$ cat src/rtl/lsu_mem_port.sv
// Load/store unit: sizes byte..dword, lane enables/replication on stores, lane extraction on loads.
// Optional LSU_SIGNED_LOAD_EN builds sign extension of loads; otherwise loads always zero-extend.
module lsu_mem_port #(
    parameter int ADDR_W = 32,
    parameter int DATA_W = 32
) (
    input  logic              clk,
    input  logic              reset,
    input  logic              req_valid,
    output logic              req_ready,
    input  logic              req_we,
    input  logic [1:0]        req_size,
    input  logic              req_signed,
    input  logic [ADDR_W-1:0] req_addr,
    input  logic [DATA_W-1:0] req_wdata,
    output logic              rsp_valid,
    output logic [DATA_W-1:0] rsp_rdata,
    output logic              rsp_err,
    output logic              busy,
    output logic              mem_valid,
    input  logic              mem_ready,
    output logic              mem_we,
    output logic [ADDR_W-1:0] mem_addr,
    output logic [DATA_W/8-1:0] mem_be,
    output logic [DATA_W-1:0] mem_wdata,
    input  logic              mem_rvalid,
    input  logic [DATA_W-1:0] mem_rdata
);
    localparam int NB = DATA_W / 8;
    localparam int LB = $clog2(NB);

    typedef enum logic [1:0] {IDLE, REQ, WAIT, RESP} state_t;

    state_t            state_reg, state_next;
    logic              we_reg;
    logic [1:0]        size_reg;
    logic [ADDR_W-1:0] addr_reg;
    logic [DATA_W-1:0] wdata_reg;
    logic [DATA_W-1:0] rdata_reg;
    logic              err_reg;

    logic              bad_size, misaligned, accept_err;
    logic [LB-1:0]     off;
    logic [NB-1:0]     be_base;
    logic [DATA_W-1:0] wdata_rep;
    logic [DATA_W-1:0] shifted, size_mask, load_data;

    assign bad_size   = (req_size == 2'b11) && (DATA_W != 64);
    assign accept_err = bad_size || misaligned;

    always_comb begin
        misaligned = 1'b0;
        case (req_size)
            2'b00:   misaligned = 1'b0;
            2'b01:   misaligned = req_addr[0];
            2'b10:   misaligned = |req_addr[1:0];
            default: misaligned = |req_addr[2:0];
        endcase
    end

    always_comb begin
        state_next = state_reg;
        case (state_reg)
            IDLE: if (req_valid) state_next = accept_err ? RESP : REQ;
            REQ:  if (mem_ready) state_next = we_reg ? RESP : WAIT;
            WAIT: if (mem_rvalid) state_next = RESP;
            RESP: state_next = IDLE;
            default: state_next = IDLE;
        endcase
    end

`ifdef LSU_SIGNED_LOAD_EN
    logic signed_reg;
    logic sign_bit;
`else
    logic unused_signed;
    assign unused_signed = req_signed;
`endif

    always_ff @(posedge clk) begin
        if (reset) begin
            state_reg <= IDLE;
            we_reg    <= 1'b0;
            size_reg  <= 2'b00;
            addr_reg  <= '0;
            wdata_reg <= '0;
            rdata_reg <= '0;
            err_reg   <= 1'b0;
`ifdef LSU_SIGNED_LOAD_EN
            signed_reg <= 1'b0;
`endif
        end else begin
            state_reg <= state_next;
            if (state_reg == IDLE && req_valid) begin
                we_reg    <= req_we;
                size_reg  <= req_size;
                addr_reg  <= req_addr;
                wdata_reg <= req_wdata;
                rdata_reg <= '0;
                err_reg   <= accept_err;
`ifdef LSU_SIGNED_LOAD_EN
                signed_reg <= req_signed;
`endif
            end
            if (state_reg == WAIT && mem_rvalid) begin
                rdata_reg <= load_data;
            end
        end
    end

    assign off = addr_reg[LB-1:0];

    always_comb begin
        be_base = '1;
        case (size_reg)
            2'b00:   be_base = NB'(1);
            2'b01:   be_base = NB'(3);
            2'b10:   be_base = NB'(15);
            default: be_base = '1;
        endcase
    end

    // Each lane takes the byte of the access that lands on it when the datum is repeated.
    for (genvar gi = 0; gi < NB; gi++) begin : g_lane
        logic [7:0] lane;
        assign lane = (size_reg == 2'b00) ? wdata_reg[7:0] :
                      (size_reg == 2'b01) ? wdata_reg[8*(gi%2) +: 8] :
                      (size_reg == 2'b10) ? wdata_reg[8*(gi%4) +: 8] :
                                            wdata_reg[8*gi +: 8];
        assign wdata_rep[8*gi +: 8] = lane;
    end

    assign shifted = mem_rdata >> {off, 3'b000};

    always_comb begin
        size_mask = '1;
        case (size_reg)
            2'b00:   size_mask = DATA_W'(8'hFF);
            2'b01:   size_mask = DATA_W'(16'hFFFF);
            2'b10:   size_mask = DATA_W'(32'hFFFF_FFFF);
            default: size_mask = '1;
        endcase
    end

`ifdef LSU_SIGNED_LOAD_EN
    always_comb begin
        sign_bit = shifted[DATA_W-1];
        case (size_reg)
            2'b00:   sign_bit = shifted[7];
            2'b01:   sign_bit = shifted[15];
            2'b10:   sign_bit = shifted[31];
            default: sign_bit = shifted[DATA_W-1];
        endcase
    end
    assign load_data = (shifted & size_mask) | ((signed_reg && sign_bit) ? ~size_mask : '0);
`else
    assign load_data = shifted & size_mask;
`endif

    // Memory side is driven only while a request is outstanding, so it idles at zero.
    assign req_ready = (state_reg == IDLE);
    assign busy      = (state_reg != IDLE);
    assign mem_valid = (state_reg == REQ);
    assign mem_we    = mem_valid && we_reg;
    assign mem_addr  = mem_valid ? {addr_reg[ADDR_W-1:LB], LB'(0)} : '0;
    assign mem_be    = mem_valid ? (be_base << off) : '0;
    assign mem_wdata = mem_valid ? wdata_rep : '0;
    assign rsp_valid = (state_reg == RESP);
    assign rsp_rdata = rsp_valid ? rdata_reg : '0;
    assign rsp_err   = rsp_valid && err_reg;

endmodule

$ cat config.mk
export PLATFORM = sky130hd
export DESIGN_NAME = lsu_mem_port
export DESIGN_NICKNAME = d
export VERILOG_FILES = /design/src/rtl/lsu_mem_port.sv
export SDC_FILE = /design/constraint.sdc
export NUM_CORES = 1
export LEC_CHECK = 0
export CORE_UTILIZATION = 40
export DETAILED_ROUTE_END_ITERATION = 8
export GPL_TIMING_DRIVEN = 0
export PLACE_DENSITY = 0.79
export SLEW_MARGIN = 20
export SYNTH_ARGS = -nofsm -noshare
export SYNTH_HDL_FRONTEND = slang
export SYNTH_SLANG_ARGS = --single-unit
export TNS_END_PERCENT = 30
$ cat constraint.sdc
create_clock -name clk -period 1.65 [get_ports clk]
set_clock_uncertainty 0.1 [all_clocks]
set_input_delay 0.495 -clock clk [delete_from_list [all_inputs] [get_ports clk]]
set_output_delay 0.495 -clock clk [all_outputs]
set_load 0.02 [all_outputs]
==> flow_metrics.py, run 1 <==
metrics = {
    "setup_path": {
        "reg2reg_from": "state_reg[0]",
        "crit_path_start_kind": "register",
        "cp-end-kind": "output pin",
        "crit_arrival_ns": 1.60,
        "cp_max_fo": 6,
        "regToRegEndpoint": "size_reg[0]",
        "worstPathRequired_ns": 1.05,
        "reg2regPathDepth": 8,
        "worstSetupPathType": "register to output pin",
        "r2r_slack_ns": -0.19,
    },
    "detailed_routing": {
        "ant_nets": 0,
        "drtPass1Iterations": 5,
        "via_per_inst": 5.10,
        "first_iter_violations": 407,
        "route.met2.wl_um": 8910,
        "maxUsedRoutingLayer": "met4",
        "routed_wirelength_um": 18200,
        "vias": 5460,
        "met1Wirelength_um": 7710,
        "drc_errors": 0,
        "wl_per_cell_um": 17.0,
        "wl_met3_um": 1140,
    },
    "floorplan": {
        "dieWidth_um": 116,
        "core_area_mm2": 0.0127,
        "start_util_pct": 41.2,
        "ios": 211,
        "rows": 41,
        "die_h_um": 116,
        "die_area_mm2": 0.0135,
    },
    "timing": {
        "fin_crit_sh_pct": 133,
        "setup_violations": 152,
        "tightest_slew_ns": 0.687,
        "finalHoldViolations": 0,
        "fmaxAchievable_mhz": 455,
        "slew_violations": 0,
        "rsz0062_at_grt": "true",
        "hold_ws_ns": 0.350,
        "setup_slack_ns": -0.547,
        "fin_crit_ns": 2.20,
        "maxSlewHeadroom_pct": 54.2,
    },
    "yosys": {
        "synth_ff_type": "dfxtp_1",
        "synth_top_area_cell": "dfxtp_1",
        "synth_top_family_by_area": "simple AND/OR/NAND/NOR gates",
        "ys_types": 40,
        "synth-edff-count": 0,
        "syn-cell-area_mm2": 0.00522,
        "synth-simple-area-share_pct": 28.6,
        "synthMuxAreaShare_pct": 10.1,
        "ys_async_sr_fraction_pct": 0,
        "synth_top_area_share_pct": 39.1,
        "synthAdderAreaFrac_pct": 1.20,
        "synth.area.top_cells": "dfxtp_1 39%, nand2_1 12%, and2_1 9.8%",
        "syn-mean-instance-area_um2": 7.96,
        "synthXorXnorAreaFrac_pct": 0,
        "synth_sequential_area_ratio_pct": 39.1,
        "synth-compound-area-share_pct": 14.7,
        "ys_ff_latch": 102,
        "yosysWarnings": 0,
        "synth_cells": 655,
    },
    "run_status": {
        "status": "finished with violations",
        "violations": "setup timing",
    },
    "cells_and_area": {
        "final_area_mm2": 0.00885,
        "mostFrequentLayoutCells": "165 x nand2_1, 100 x clkdlybuf4s50_1, 97 x dfxtp_1, 81 x buf_6, 68 x a21oi_1",
        "nets": 1004,
        "area_growth_pct": 69.6,
        "drive_above_1_share_pct": 36.5,
        "fillCellCount": 1008,
        "final_common_cell": "nand2_1",
        "antenna-diode-count": 0,
    },
    "min_path": {
        "whs_path_depth": 2,
        "worstHoldStart": "addr_reg[6]",
        "holdPathEnd": "addr_reg[6]",
        "min_path_type": "register to register",
    },
    "placed_design": {
        "io_buffers": 206,
        "dpl-instance-area_mm2": 0.00784,
        "place_congestion": 0.864,
        "dp_hpwl_um": 12800,
    },
    "cts": {
        "htree_levels": 3,
        "numCtsBuffers": 9,
        "cts_num_sinks": 102,
        "clockBufferDepth": 2,
        "cts_tree": "done",
        "clk_latency_ns": 0.35,
        "clockRootBuffer": "clkbuf_16",
        "clk_pin_slew_ns": 0.07,
    },
    "global_route": {
        "overflow": 0,
        "grt_max_degree": 17,
        "antenna_found_initial": 0,
        "grt_use_total_pct": 27.2,
        "grt_pass1_wl_um": 27700,
        "grt_pass1_vias": 5313,
    },
    "power_and_ir_drop": {
        "powerDensity_mw_per_mm2": 1160,
        "ir_drop_v": 0.000682,
        "leakage_nw": 3.48,
        "power_mw": 10.3,
    },
    "flow_run": {
        "maxCapViolations": 0,
    },
}
per-stage QoR:
step	util, %	setup WS, ns	TNS (ns)	std cells
3_5_place_dp	61.9	-0.819	-113.15	1034
6_report	69.8	-0.547	-49.38	1071
4_1_cts	68.1	-0.550	-51.79	1070
5_1_grt	69.8	-0.588	-62.72	1071
3_3_place_gp	61.9	-0.814	-111.30	1034
2_1_floorplan	-	-0.0443	-3.16	656
logic make-up after synthesis:
| group | after synthesis |
|---|---|
| adders and majority gates | 5 |
| and+or+nand+nor | 319 |
| DFF | 102 |
| buffers and inverters | 63 |
| muxes | 40 |
| AOI/OAI and AO/OA | 125 |
| other | 1 |
synthesized netlist by cell type (9+ instances only):
cell type / count
clkbuf_1: 28
mux2i_1: 16
a21oi_1: 68
nor2b_1: 9
a31oi_1: 9
nand2_1: 170
nand3_1: 18
nor2_1: 27
buf_2: 17
mux2_2: 16
dfxtp_1: 102
a22oi_1: 14
and2_1: 82
worst max-delay path: stages, from the launching register on:
cell and delay [ns]:
dfxtp_4 0.38, inv_4 0.04, ha_4 0.19, clkbuf_16 0.18, clkbuf_16 0.16, and2_4 0.16
buf_6 0.12
routing by layer:
layer,GRT usage [%],vias up
li1,-,2673
met1,34.5,2556
met2,45.2,201
met3,5.55,30
met4,10.8,0
met5,0,-
final cells by class:
type | instances | area [µm²] | share of cell area, %
inverter | 3 | 13.8 | 0.156
buffer | 58 | 559 | 6.32
sequential | 102 | 2060 | 23.3
clock buffer | 10 | 229 | 2.59
multi-input combinational | 491 | 3370 | 38.1
clock inverter | 6 | 61.3 | 0.693
tap | 172 | 215 | 2.43
timing repair buffer | 229 | 2340 | 26.5
report_power, final:
part / leakage (nW) / switching [mW] / internal, mW / total, mW
clock: 0.143 / 0.959 / 1.17 / 2.13
combinational: 2.50 / 2.53 / 2.50 / 5.02
sequential: 0.835 / 0.282 / 2.82 / 3.10
worst max path at each step:
stage                 startpoint       endpoint  cells past startpoint
floorplan           state_reg[1]   mem_addr[10]                      5
global route        state_reg[1]  mem_wdata[22]                      5
finish              state_reg[1]   mem_wdata[4]                      6
CTS                 state_reg[1]  mem_wdata[23]                      5
global placement    state_reg[0]  rsp_rdata[15]                      4
detailed placement  state_reg[0]  rsp_rdata[15]                      4
what timing repair did:
| action | CTS | global route |
|---|---|---|
| buffers inserted | 14 | 2 |
| endpoints found under the setup margin | 197 | 206 |
| resized for setup | 602 | 88 |
| hold buffers | 0 | 0 |
| cloned | 7 | 0 |
| pin swaps | 27 | 11 |
Note: power is estimated with default switching activity, not from simulation.
==> inputs of run 2 (changes only) <==
- CORE_UTILIZATION: 40 -> 57
- DONT_BUFFER_PORTS: unset -> 1
- PLACE_DENSITY: 0.79 -> 0.76
==> run 2 against run 1 <==
Against the previous run: the run ends with DRC, setup timing left; global-route usage grew 5.3 points; die area shrank 29%; largest cell class unchanged; final cell count shrank 26%.
==> flow_metrics.py, run 2 (synthesis gave the netlist of run 1 again) <==
metrics = {
    "detailed_routing": {
        "maxUsedRoutingLayer": "met4",
        "vias": 4715,
        "drc_errors": 26,
        "route.met2.wl_um": 7290,
        "via_per_inst": 5.98,
        "wl_per_cell_um": 19.5,
        "ant_nets": 0,
        "first_iter_violations": 304,
        "drtPass1Iterations": 9,
        "wl_met3_um": 1440,
        "met1Wirelength_um": 6320,
        "routed_wirelength_um": 15400,
    },
    "cts": {
        "clk_latency_ns": 0.36,
        "cts_num_sinks": 102,
        "clockRootBuffer": "clkbuf_8",
        "clk_pin_slew_ns": 0.10,
        "htree_levels": 3,
        "cts_tree": "done",
        "clockBufferDepth": 2,
        "numCtsBuffers": 9,
    },
    "timing": {
        "finalHoldViolations": 0,
        "tightest_slew_ns": 0.593,
        "slew_violations": 0,
        "fmaxAchievable_mhz": 459,
        "setup_violations": 200,
        "maxSlewHeadroom_pct": 60.4,
        "setup_slack_ns": -0.527,
        "fin_crit_sh_pct": 132,
        "tns_ns": -53.05,
        "hold_ws_ns": 0.154,
        "fin_crit_ns": 2.18,
        "rsz0062_at_grt": "true",
    },
    "global_route": {
        "grt_pass1_wl_um": 24300,
        "grt_max_degree": 16,
        "grt_use_total_pct": 32.5,
        "antenna_found_initial": 0,
        "grt_pass1_vias": 4662,
        "overflow": 0,
    },
    "setup_path": {
        "worstPathRequired_ns": 1.05,
        "crit_arrival_ns": 1.58,
        "cp_max_fo": 7,
        "worstSetupPathType": "register to output pin",
        "cp-end-kind": "output pin",
        "crit_path_start_kind": "register",
    },
    "placed_design": {
        "io_buffers": 0,
        "dp_slack_ns": -0.363,
        "dpl-instance-area_mm2": 0.00570,
        "post-place-cells": 764,
        "dp_hpwl_um": 11100,
        "place_congestion": 0.915,
    },
    "cells_and_area": {
        "drive_above_1_share_pct": 32.5,
        "final_core_util_pct": 72.4,
        "final_cell_count_no_fill": 789,
        "final_area_mm2": 0.00638,
        "area_growth_pct": 22.2,
        "nets": 787,
        "antenna-diode-count": 0,
        "final_common_cell": "nand2_1",
        "mostFrequentLayoutCells": "162 x nand2_1, 98 x dfxtp_1, 68 x and2_4, 67 x a21oi_1, 24 x nor2_1",
        "fillCellCount": 686,
    },
    "power_and_ir_drop": {
        "leakage_nw": 2.31,
        "powerDensity_mw_per_mm2": 1360,
        "ir_drop_v": 0.000940,
        "power_mw": 8.69,
    },
    "run_status": {
        "violations": "DRC, setup timing",
        "status": "finished with violations",
    },
    "floorplan": {
        "core_area_mm2": 0.00881,
        "rows": 34,
        "start_util_pct": 59.2,
        "die_area_mm2": 0.00954,
        "dieWidth_um": 97.7,
        "die_h_um": 97.7,
        "ios": 211,
    },
    "flow_run": {
        "maxCapViolations": 0,
    },
    "min_path": {
        "min_path_type": "input port to register",
    },
}
[run 2: changes by cell type in the layout (fill, tap and decap cells not counted), sizes merged]
cell           change
buf              -103
clkbuf             +2
clkdlybuf4s15      -9
clkdlybuf4s50    -100
clkinv             -3
clkinvlp           +1
dlygate4sd2        -3
dlymetal6s2s       -2
inv                -1
[run 2: what timing repair did]
action,4_1_cts,5_1_grt
cloned,5,0
hold buffers,0,0
buffers inserted,5,1
pin swaps,38,0
gates resized for setup,118,20
setup endpoints to repair,204,205
[run 2: critical path, cell delays in order, from the launching register on]
cell and delay (ns):
dfxtp_4 0.37, inv_4 0.07, ha_4 0.24, clkbuf_16 0.19, clkbuf_16 0.14, nand2_4 0.05
nor2_4 0.17
[run 2: final timing paths]
check                 from             to  slack, ns  cells past startpoint
max           state_reg[1]      mem_be[2]      -0.53                      6
min          req_wdata[23]  wdata_reg[23]       0.15                      2
max reg2reg   state_reg[1]   addr_reg[30]      -0.19                     10
min reg2reg    addr_reg[6]    addr_reg[6]       0.36                      2
[run 2: routing by layer]
| metal | track usage (%) | vias up |
|---|---|---|
| li1 | - | 2226 |
| met1 | 41.3 | 2213 |
| met2 | 53.1 | 242 |
| met3 | 8.71 | 34 |
| met4 | 11.1 | 0 |
| met5 | 0 | - |
[run 2: area by class of cell]
| cell class | count | area [µm²] | area share (%) |
|---|---|---|---|
| clock buffers | 12 | 145 | 2.28 |
| flip-flops and latches | 102 | 2050 | 32.2 |
| clock inverters | 3 | 45.0 | 0.706 |
| inverters | 3 | 13.8 | 0.216 |
| repair buffers | 11 | 118 | 1.84 |
| plain buffers | 59 | 533 | 8.36 |
| multi-input cells | 491 | 3330 | 52.3 |
| well taps | 108 | 135 | 2.12 |
[run 2: where the power goes]
part / leakage (nW) / switching (mW) / internal [mW]
Combinational: 1.39 / 2.29 / 1.76
Sequential: 0.834 / 0.253 / 2.81
Clock: 0.0887 / 0.834 / 0.737
==> inputs of run 3 (changes only) <==
- CAP_MARGIN: unset -> 40
==> results of run 3 <==
No change in the layout: final DEF, timing and power equal those of run 2.
